--- src/rtl/hps_noc_mailbox_if.sv ---
// PIO register bank and NoC local-port signals of one mailbox channel.
// slave = the mailbox block, master = the HPS/router side driving it.
interface hps_noc_mailbox_if #(
  parameter int NUM_WORDS = 8,
  parameter int DATA_W    = 32,
  parameter int FLIT_W    = 64
);
  logic [NUM_WORDS*DATA_W-1:0] tx_words_i;
  logic [31:0]                 ctrl_i;
  logic [31:0]                 status_o;
  logic [NUM_WORDS*DATA_W-1:0] rx_words_o;

  // Flit channels: a flit transfers on a rising clk edge where valid && ready
  // are both high; once valid is raised, valid and data hold until that edge.
  logic [FLIT_W-1:0]           noc_tx_data_o;
  logic                        noc_tx_valid_o;
  logic                        noc_tx_ready_i;
  logic [FLIT_W-1:0]           noc_rx_data_i;
  logic                        noc_rx_valid_i;
  logic                        noc_rx_ready_o;

  // Serialiser state for observation: 0 = idle, 1 = sending.
  logic                        tx_state_dbg;

  modport slave (
    input  tx_words_i, ctrl_i, noc_tx_ready_i, noc_rx_data_i, noc_rx_valid_i,
    output status_o, rx_words_o, noc_tx_data_o, noc_tx_valid_o, noc_rx_ready_o,
    output tx_state_dbg
  );

  modport master (
    output tx_words_i, ctrl_i, noc_tx_ready_i, noc_rx_data_i, noc_rx_valid_i,
    input  status_o, rx_words_o, noc_tx_data_o, noc_tx_valid_o, noc_rx_ready_o,
    input  tx_state_dbg
  );
endinterface

--- src/rtl/hps_noc_mailbox.sv ---
// HPS PIO <-> NoC local-port mailbox: TX message FIFO + flit serialiser, RX flit assembler.
// Optional HPS_NOC_MBX_STATS_EN: status_o[31:16] counts completed TX packets (saturating).
module hps_noc_mailbox #(
  parameter int NUM_WORDS  = 8,
  parameter int DATA_W     = 32,
  parameter int FLIT_W     = 64,
  parameter int FIFO_DEPTH = 4
) (
  input  logic              clk,
  input  logic              rst,
  hps_noc_mailbox_if.slave  bus
);
  localparam int MSG_W = NUM_WORDS * DATA_W;
  localparam int FLITS = MSG_W / FLIT_W;
  localparam int FC_W  = (FLITS > 1) ? $clog2(FLITS) : 1;
  localparam int PTR_W = (FIFO_DEPTH > 1) ? $clog2(FIFO_DEPTH) : 1;
  localparam int CNT_W = PTR_W + 1;

  typedef enum logic { TX_IDLE = 1'b0, TX_SEND = 1'b1 } tx_state_t;

  logic soft_clr;
  logic unused_ctrl;
  assign soft_clr    = bus.ctrl_i[2];
  assign unused_ctrl = ^bus.ctrl_i[31:3];

  // ---------------- TX message FIFO ----------------
  logic [MSG_W-1:0] fifo_mem [FIFO_DEPTH];
  logic [PTR_W-1:0] wr_ptr, rd_ptr;
  logic [CNT_W-1:0] fifo_cnt;
  logic             tx_seen;

  tx_state_t        tx_state;
  logic [MSG_W-1:0] tx_shreg;
  logic [FC_W-1:0]  tx_fcnt;
  logic             tx_valid;

  logic fifo_full, fifo_empty, tx_hs, tx_last, fifo_pop, fifo_push;

  always_comb begin
    fifo_full  = (fifo_cnt == CNT_W'(FIFO_DEPTH));
    fifo_empty = (fifo_cnt == '0);
    tx_hs      = tx_valid && bus.noc_tx_ready_i;
    tx_last    = tx_hs && (tx_fcnt == FC_W'(FLITS - 1));
    // Clear flushes queued entries, so nothing is popped or pushed while it is held.
    fifo_pop   = !soft_clr && !fifo_empty && ((tx_state == TX_IDLE) || tx_last);
    fifo_push  = !soft_clr && (bus.ctrl_i[0] != tx_seen) && (!fifo_full || fifo_pop);
  end

  always_ff @(posedge clk) begin
    if (fifo_push) fifo_mem[wr_ptr] <= bus.tx_words_i;
  end

  always_ff @(posedge clk) begin
    if (rst) begin
      wr_ptr   <= '0;
      rd_ptr   <= '0;
      fifo_cnt <= '0;
      tx_seen  <= 1'b0;
    end else if (soft_clr) begin
      rd_ptr   <= wr_ptr;
      fifo_cnt <= '0;
      tx_seen  <= bus.ctrl_i[0];
    end else begin
      if (fifo_push) begin
        wr_ptr  <= wr_ptr + 1'b1;
        tx_seen <= ~tx_seen;
      end
      if (fifo_pop) rd_ptr <= rd_ptr + 1'b1;
      case ({fifo_push, fifo_pop})
        2'b10:   fifo_cnt <= fifo_cnt + 1'b1;
        2'b01:   fifo_cnt <= fifo_cnt - 1'b1;
        default: fifo_cnt <= fifo_cnt;
      endcase
    end
  end

  // ---------------- TX serialiser ----------------
  always_ff @(posedge clk) begin
    if (rst) begin
      tx_state <= TX_IDLE;
      tx_shreg <= '0;
      tx_fcnt  <= '0;
      tx_valid <= 1'b0;
    end else begin
      case (tx_state)
        TX_IDLE: begin
          if (fifo_pop) begin
            tx_shreg <= fifo_mem[rd_ptr];
            tx_fcnt  <= '0;
            tx_valid <= 1'b1;
            tx_state <= TX_SEND;
          end
        end
        TX_SEND: begin
          if (tx_last) begin
            if (fifo_pop) begin
              // Reload straight from the FIFO so packets go out without a bubble.
              tx_shreg <= fifo_mem[rd_ptr];
              tx_fcnt  <= '0;
            end else begin
              tx_shreg <= tx_shreg >> FLIT_W;
              tx_valid <= 1'b0;
              tx_state <= TX_IDLE;
            end
          end else if (tx_hs) begin
            tx_shreg <= tx_shreg >> FLIT_W;
            tx_fcnt  <= tx_fcnt + 1'b1;
          end
        end
        default: tx_state <= TX_IDLE;
      endcase
    end
  end

  assign bus.noc_tx_data_o  = tx_shreg[FLIT_W-1:0];
  assign bus.noc_tx_valid_o = tx_valid;
  assign bus.tx_state_dbg   = tx_state;

  // ---------------- RX assembler ----------------
  logic [MSG_W-1:0] rx_buf, rx_asm, rx_deliver_msg, rx_words;
  logic [FC_W-1:0]  rx_cnt;
  logic             rx_ready, rx_held, rx_held_nxt, rx_deliver;
  logic             rx_pending, rx_req, rx_ack_seen;
  logic             rx_hs, rx_done, ack_evt, pend_eff;

  always_comb begin
    rx_hs   = bus.noc_rx_valid_i && rx_ready;
    rx_done = rx_hs && (rx_cnt == FC_W'(FLITS - 1));
    ack_evt = !soft_clr && (bus.ctrl_i[1] != rx_ack_seen);
    // An ack arriving this cycle frees rx_words for a message completing this cycle.
    pend_eff = rx_pending && !ack_evt;
    rx_asm = rx_buf;
    rx_asm[int'(rx_cnt)*FLIT_W +: FLIT_W] = bus.noc_rx_data_i;
    rx_deliver     = 1'b0;
    rx_deliver_msg = rx_buf;
    rx_held_nxt    = rx_held;
    if (rx_done) begin
      if (!pend_eff && !soft_clr) begin
        rx_deliver     = 1'b1;
        rx_deliver_msg = rx_asm;
      end else begin
        rx_held_nxt = 1'b1;
      end
    end else if (rx_held && !pend_eff && !soft_clr) begin
      rx_deliver  = 1'b1;
      rx_held_nxt = 1'b0;
    end
  end

  always_ff @(posedge clk) begin
    if (rst) begin
      rx_buf      <= '0;
      rx_cnt      <= '0;
      rx_held     <= 1'b0;
      rx_ready    <= 1'b0;
      rx_pending  <= 1'b0;
      rx_req      <= 1'b0;
      rx_ack_seen <= 1'b0;
      rx_words    <= '0;
    end else begin
      if (rx_hs) begin
        rx_buf <= rx_asm;
        rx_cnt <= rx_done ? '0 : rx_cnt + 1'b1;
      end
      rx_held  <= rx_held_nxt;
      rx_ready <= !rx_held_nxt;
      if (soft_clr) begin
        rx_ack_seen <= bus.ctrl_i[1];
        rx_pending  <= 1'b0;
      end else if (ack_evt) begin
        rx_ack_seen <= ~rx_ack_seen;
        rx_pending  <= 1'b0;
      end
      if (rx_deliver) begin
        rx_words   <= rx_deliver_msg;
        rx_pending <= 1'b1;
        rx_req     <= ~rx_req;
      end
    end
  end

  assign bus.rx_words_o     = rx_words;
  assign bus.noc_rx_ready_o = rx_ready;

  // ---------------- Statistics and status ----------------
  logic [15:0] stats_q;
`ifdef HPS_NOC_MBX_STATS_EN
  always_ff @(posedge clk) begin
    if (rst || soft_clr) stats_q <= '0;
    else if (tx_last && (stats_q != 16'hFFFF)) stats_q <= stats_q + 16'd1;
  end
`else
  assign stats_q = '0;
`endif

  logic [7:0]  cnt8;
  logic [31:0] status_q;
  assign cnt8 = 8'(fifo_cnt);

  always_ff @(posedge clk) begin
    if (rst) status_q <= '0;
    else     status_q <= {stats_q, cnt8, 4'b0000, rx_pending, fifo_full, rx_req, tx_seen};
  end

  assign bus.status_o = status_q;
endmodule

--- src/flat_wrapper.sv ---
// flat-port wrapper written by rule: the top's interface ports become plain ports
module hps_noc_mailbox_flat 
#(
  parameter int NUM_WORDS  = 8,
  parameter int DATA_W     = 32,
  parameter int FLIT_W     = 64,
  parameter int FIFO_DEPTH = 4
)
  (clk, rst, bus_tx_words_i, bus_ctrl_i, bus_noc_tx_ready_i, bus_noc_rx_data_i, bus_noc_rx_valid_i, bus_status_o, bus_rx_words_o, bus_noc_tx_data_o, bus_noc_tx_valid_o, bus_noc_rx_ready_o, bus_tx_state_dbg);
  hps_noc_mailbox_if #(.NUM_WORDS(NUM_WORDS), .DATA_W(DATA_W), .FLIT_W(FLIT_W)) bus_i ();
  input  logic clk;
  input  logic rst;
  input wire logic [$bits(bus_i.tx_words_i)-1:0] bus_tx_words_i;
  input wire logic [$bits(bus_i.ctrl_i)-1:0] bus_ctrl_i;
  input wire logic [$bits(bus_i.noc_tx_ready_i)-1:0] bus_noc_tx_ready_i;
  input wire logic [$bits(bus_i.noc_rx_data_i)-1:0] bus_noc_rx_data_i;
  input wire logic [$bits(bus_i.noc_rx_valid_i)-1:0] bus_noc_rx_valid_i;
  output wire logic [$bits(bus_i.status_o)-1:0] bus_status_o;
  output wire logic [$bits(bus_i.rx_words_o)-1:0] bus_rx_words_o;
  output wire logic [$bits(bus_i.noc_tx_data_o)-1:0] bus_noc_tx_data_o;
  output wire logic [$bits(bus_i.noc_tx_valid_o)-1:0] bus_noc_tx_valid_o;
  output wire logic [$bits(bus_i.noc_rx_ready_o)-1:0] bus_noc_rx_ready_o;
  output wire logic [$bits(bus_i.tx_state_dbg)-1:0] bus_tx_state_dbg;
  assign bus_i.tx_words_i = bus_tx_words_i;
  assign bus_i.ctrl_i = bus_ctrl_i;
  assign bus_i.noc_tx_ready_i = bus_noc_tx_ready_i;
  assign bus_i.noc_rx_data_i = bus_noc_rx_data_i;
  assign bus_i.noc_rx_valid_i = bus_noc_rx_valid_i;
  assign bus_status_o = bus_i.status_o;
  assign bus_rx_words_o = bus_i.rx_words_o;
  assign bus_noc_tx_data_o = bus_i.noc_tx_data_o;
  assign bus_noc_tx_valid_o = bus_i.noc_tx_valid_o;
  assign bus_noc_rx_ready_o = bus_i.noc_rx_ready_o;
  assign bus_tx_state_dbg = bus_i.tx_state_dbg;
  hps_noc_mailbox #(.NUM_WORDS(NUM_WORDS), .DATA_W(DATA_W), .FLIT_W(FLIT_W), .FIFO_DEPTH(FIFO_DEPTH)) u_core (.clk(clk), .rst(rst), .bus(bus_i));
endmodule
--- config.mk ---
export PLATFORM = sky130hd
export DESIGN_NAME = hps_noc_mailbox_flat
export DESIGN_NICKNAME = d
export VERILOG_FILES = /design/src/rtl/hps_noc_mailbox_if.sv /design/src/rtl/hps_noc_mailbox.sv /design/src/flat_wrapper.sv
export SDC_FILE = /design/constraint.sdc
export NUM_CORES = 2
export LEC_CHECK = 0
export BUFFER_PORTS_ARGS = -buffer_cell sky130_fd_sc_hd__buf_4
export CAP_MARGIN = 25
export CORE_MARGIN = 2
export CORE_UTILIZATION = 63
export CTS_CLUSTER_SIZE = 40
export DETAILED_ROUTE_END_ITERATION = 8
export PLACE_DENSITY = 0.87
export SLEW_MARGIN = 10
export SYNTH_ARGS = -nofsm -noshare
export SYNTH_HDL_FRONTEND = slang
export SYNTH_SLANG_ARGS = --single-unit
--- constraint.sdc ---
create_clock -name clk -period 22.7 [get_ports clk]
set_input_delay 6.81 -clock clk [delete_from_list [all_inputs] [get_ports clk]]
set_output_delay 6.81 -clock clk [all_outputs]
set_load 0.02 [all_outputs]
==> reports/qor.csv <==
metric,value,unit
Synth cell types,68,
Post-DP Area,75800,µm²
min-delay src,u_core.bus.rx_words_o[212]$_SDFFE_PP0P_,
DR pass1 iterations,9,
"Hold Vio Cnt, Final",0,
Post CTS Setup Buffer Count,0,
Routability Congestion,0.822,
Max Clk Rate,88.3,MHz
vias in the first global route,47800,
#FFs+latches synth,1820,
Core ar.,112000,µm²
Final Slew Violations,0,
DRT iter0 DRCs,7131,
initial antenna violation count,49,
Leak,28.0,nW
"Seq/Total Area, Yosys",0.658,
Worst Hold Depth,2,
worst-margin pin slew,1.37,ns
R2R Setup Slk,16.87,ns
number of H-tree levels,4,
violated checks,DRC,
Syn Area/Cell,13.6,µm²
final worst path period need,11.33,ns
DIE WIDTH,340,µm
top post-synthesis cells by count,"1024 x edfxtp_1, 796 x dfxtp_1, 586 x nor2_1, 582 x nand2_1, 256 x mux4_2",
Mapped Area,70900,µm²
largest net degree at the start of global routing,231,
"area leader, netlist",edfxtp_1,
hold crit path type,reg -> reg,
leading post-synthesis cells by cell area,"edfxtp_1 43%, dfxtp_1 22%, mux4_2 8.1%",
ys async rst share,0,
Crit. End Element,flop,
final net count,5959,
Clk pwr share,0.425,
Final Cell Area,82000,µm²
clock root cell,clkbuf_16,
Die Area,115000,µm²
CTS tree,built,
highest net fanout along the worst path,64,
clk buf depth,3,
clock skew,0.0508,ns
Clock transition at path regs,0.06,ns
routed via count,49800,
first-pass GRT wire length,303,mm
reg-to-reg startpoint,u_core.tx_fcnt[0]$_SDFFE_PP0P_,
CTS Buf Count,174,
Post-Route WL,207,mm
VDD IR max,0.000103,V
dpl hpwl,109,mm
"Clk Latency, worst-skew pair",0.79,ns
fin crit share,0.499,
I/O Buffers,656,
Post-DRT Antenna Nets,0,
most numerous cell in the Yosys netlist,edfxtp_1,
Starting Density,0.633,
Main synth FF type,edfxtp_1,
max_slew headroom,0.0840,
global route overflow,0,
final setup fails,0,
Syn Inst Count,5214,
vias per cell,6.84,
hold buffer count at CTS,0,
Crit Path Category,in -> reg,
Layout area overhead,15.6,%
number of synthesized flops with an enable pin,1024,
site row count,123,
Setup TNS Final,0,ns
RSZ-0062 raised after global routing,no,
CTS resizes,0,
DRC,3,
Net Sw Frac,0.230,
Power Dens Cells,86.2,nW/µm²
CP arrival,11.77,ns
post-synth top area share,0.434,
Max Cap Viol,0,
Sequential Power Share,0.511,
share of cells above drive strength 1,0.244,
Avg WL per Cell,28.4,µm
FF-to-FF path depth,9,
yosys warns,0,
hold path endpoint,u_core.bus.rx_words_o[212]$_SDFFE_PP0P_,
Worst R2R End,u_core.fifo_mem[2][186]$_DFFE_PP_,
Die Y,340,µm
Switching Power,1.62,mW
Internal,5.44,mW
CP Launch Type,input port,
# IOs,711,
outcome,"complete, but fails checks",
critical path required time,23.14,ns
Util after Layout,0.732,
Comb pwr share,0.064,
clk sinks,1820,
GRT Util Overall,0.346,
[cell type report]
type                    instances  area [µm²]
inverters                      37         141
repair buffers                722        5650
diodes                         41         103
clock buffers                 258        5100
well taps                    1500        1880
fillers                      6274       30000
clock inverters                69         838
multi-input cells            2837       21600
flip-flops and latches       1820       46700
[per-stage QoR]
step,hold slack [ns],instances,worst slack [ns],total power [mW]
2_1_floorplan,0.436,5238,8.72,3.95
3_3_place_gp,0.440,6911,10.36,4.07
3_5_place_dp,0.445,6911,10.35,4.10
4_1_cts,0.453,7238,11.18,7.06
5_1_grt,0.466,7275,11.20,7.23
6_report,0.451,7284,11.37,7.07
[per-layer routing]
layer | GRT usage | routed length [µm] | vias up
met4 | 0.175 | 11500 | 38
met1 | 0.442 | 70200 | 24500
met5 | 0 | 242 | -
met3 | 0.0931 | 25800 | 726
li1 | - | - | 20600
met2 | 0.549 | 99300 | 3932
[registers in the layout, indices dropped and copies added, names as in the netlist, 2 cells and up, named ones only]
signal,count
u_core.fifo_mem,1024
u_core.bus.rx_words_o,256
u_core.rx_buf,256
u_core.tx_shreg,256
u_core.bus.status_o,7
u_core.fifo_cnt,3
u_core.rd_ptr,2
u_core.rx_cnt,2
u_core.tx_fcnt,2
u_core.wr_ptr,2
[power groups by stage]
| stage | Combinational, mW | Sequential, mW | Clock, mW |
|---|---|---|---|
| 4_1_cts | 0.441 | 3.61 | 3.01 |
| 3_5_place_dp | 0.425 | 3.67 | 0 |
| 2_1_floorplan | 0.273 | 3.67 | 0 |
| 6_report | 0.451 | 3.61 | 3.00 |
| 3_3_place_gp | 0.407 | 3.67 | 0 |
| 5_1_grt | 0.473 | 3.61 | 3.14 |
[layout by cell type, fill, tap and decap left out, types with 64 or more instances in the layout]
cell type	n
a211oi_1	115
a22o_1	64
nand3b_1	68
a22oi_1	192
o211ai_1	114
nand2_1	578
a21oi_1	238
nor2_1	585
dfxtp_1	794
clkbuf_16	179
mux4_2	256
a311oi_1	192
edfxtp_1	1024
buf_4	706
[worst max-delay path, stage by stage]
cell and delay (ns):
buf_4 0.10, nand3_1 0.23, a311oi_2 0.75, and2_4 0.61, buf_4 0.61, buf_4 0.79
buf_4 0.88, buf_4 0.41, buf_16 0.33
[logic make-up after synthesis]
kind of cell    after synthesis  share of synthesized area
other cells                   1                  0.0000529
mux                         264                     0.0824
buf+inv                     581                     0.0403
flops                      1820                      0.658
simple gates               1361                     0.0803
fa+ha+maj                    12                    0.00219
compound gates             1169                      0.136
xor+xnor                      6                   0.000741
[how the worst max path moves through the flow]
stage	end	startpoint	cells after the start
final	u_core.fifo_mem[2][186]$_DFFE_PP_	bus_noc_tx_ready_i	9
after global routing	u_core.fifo_mem[2][135]$_DFFE_PP_	bus_noc_tx_ready_i	9
after CTS	u_core.fifo_mem[2][249]$_DFFE_PP_	bus_noc_tx_ready_i	8
after detailed placement	u_core.fifo_mem[2][186]$_DFFE_PP_	bus_noc_tx_ready_i	8
after global placement	u_core.fifo_mem[2][187]$_DFFE_PP_	bus_noc_tx_ready_i	8
after floorplan	u_core.fifo_mem[0][0]$_DFFE_PP_	bus_noc_tx_ready_i	3
Power figures use the tool's default switching activity.
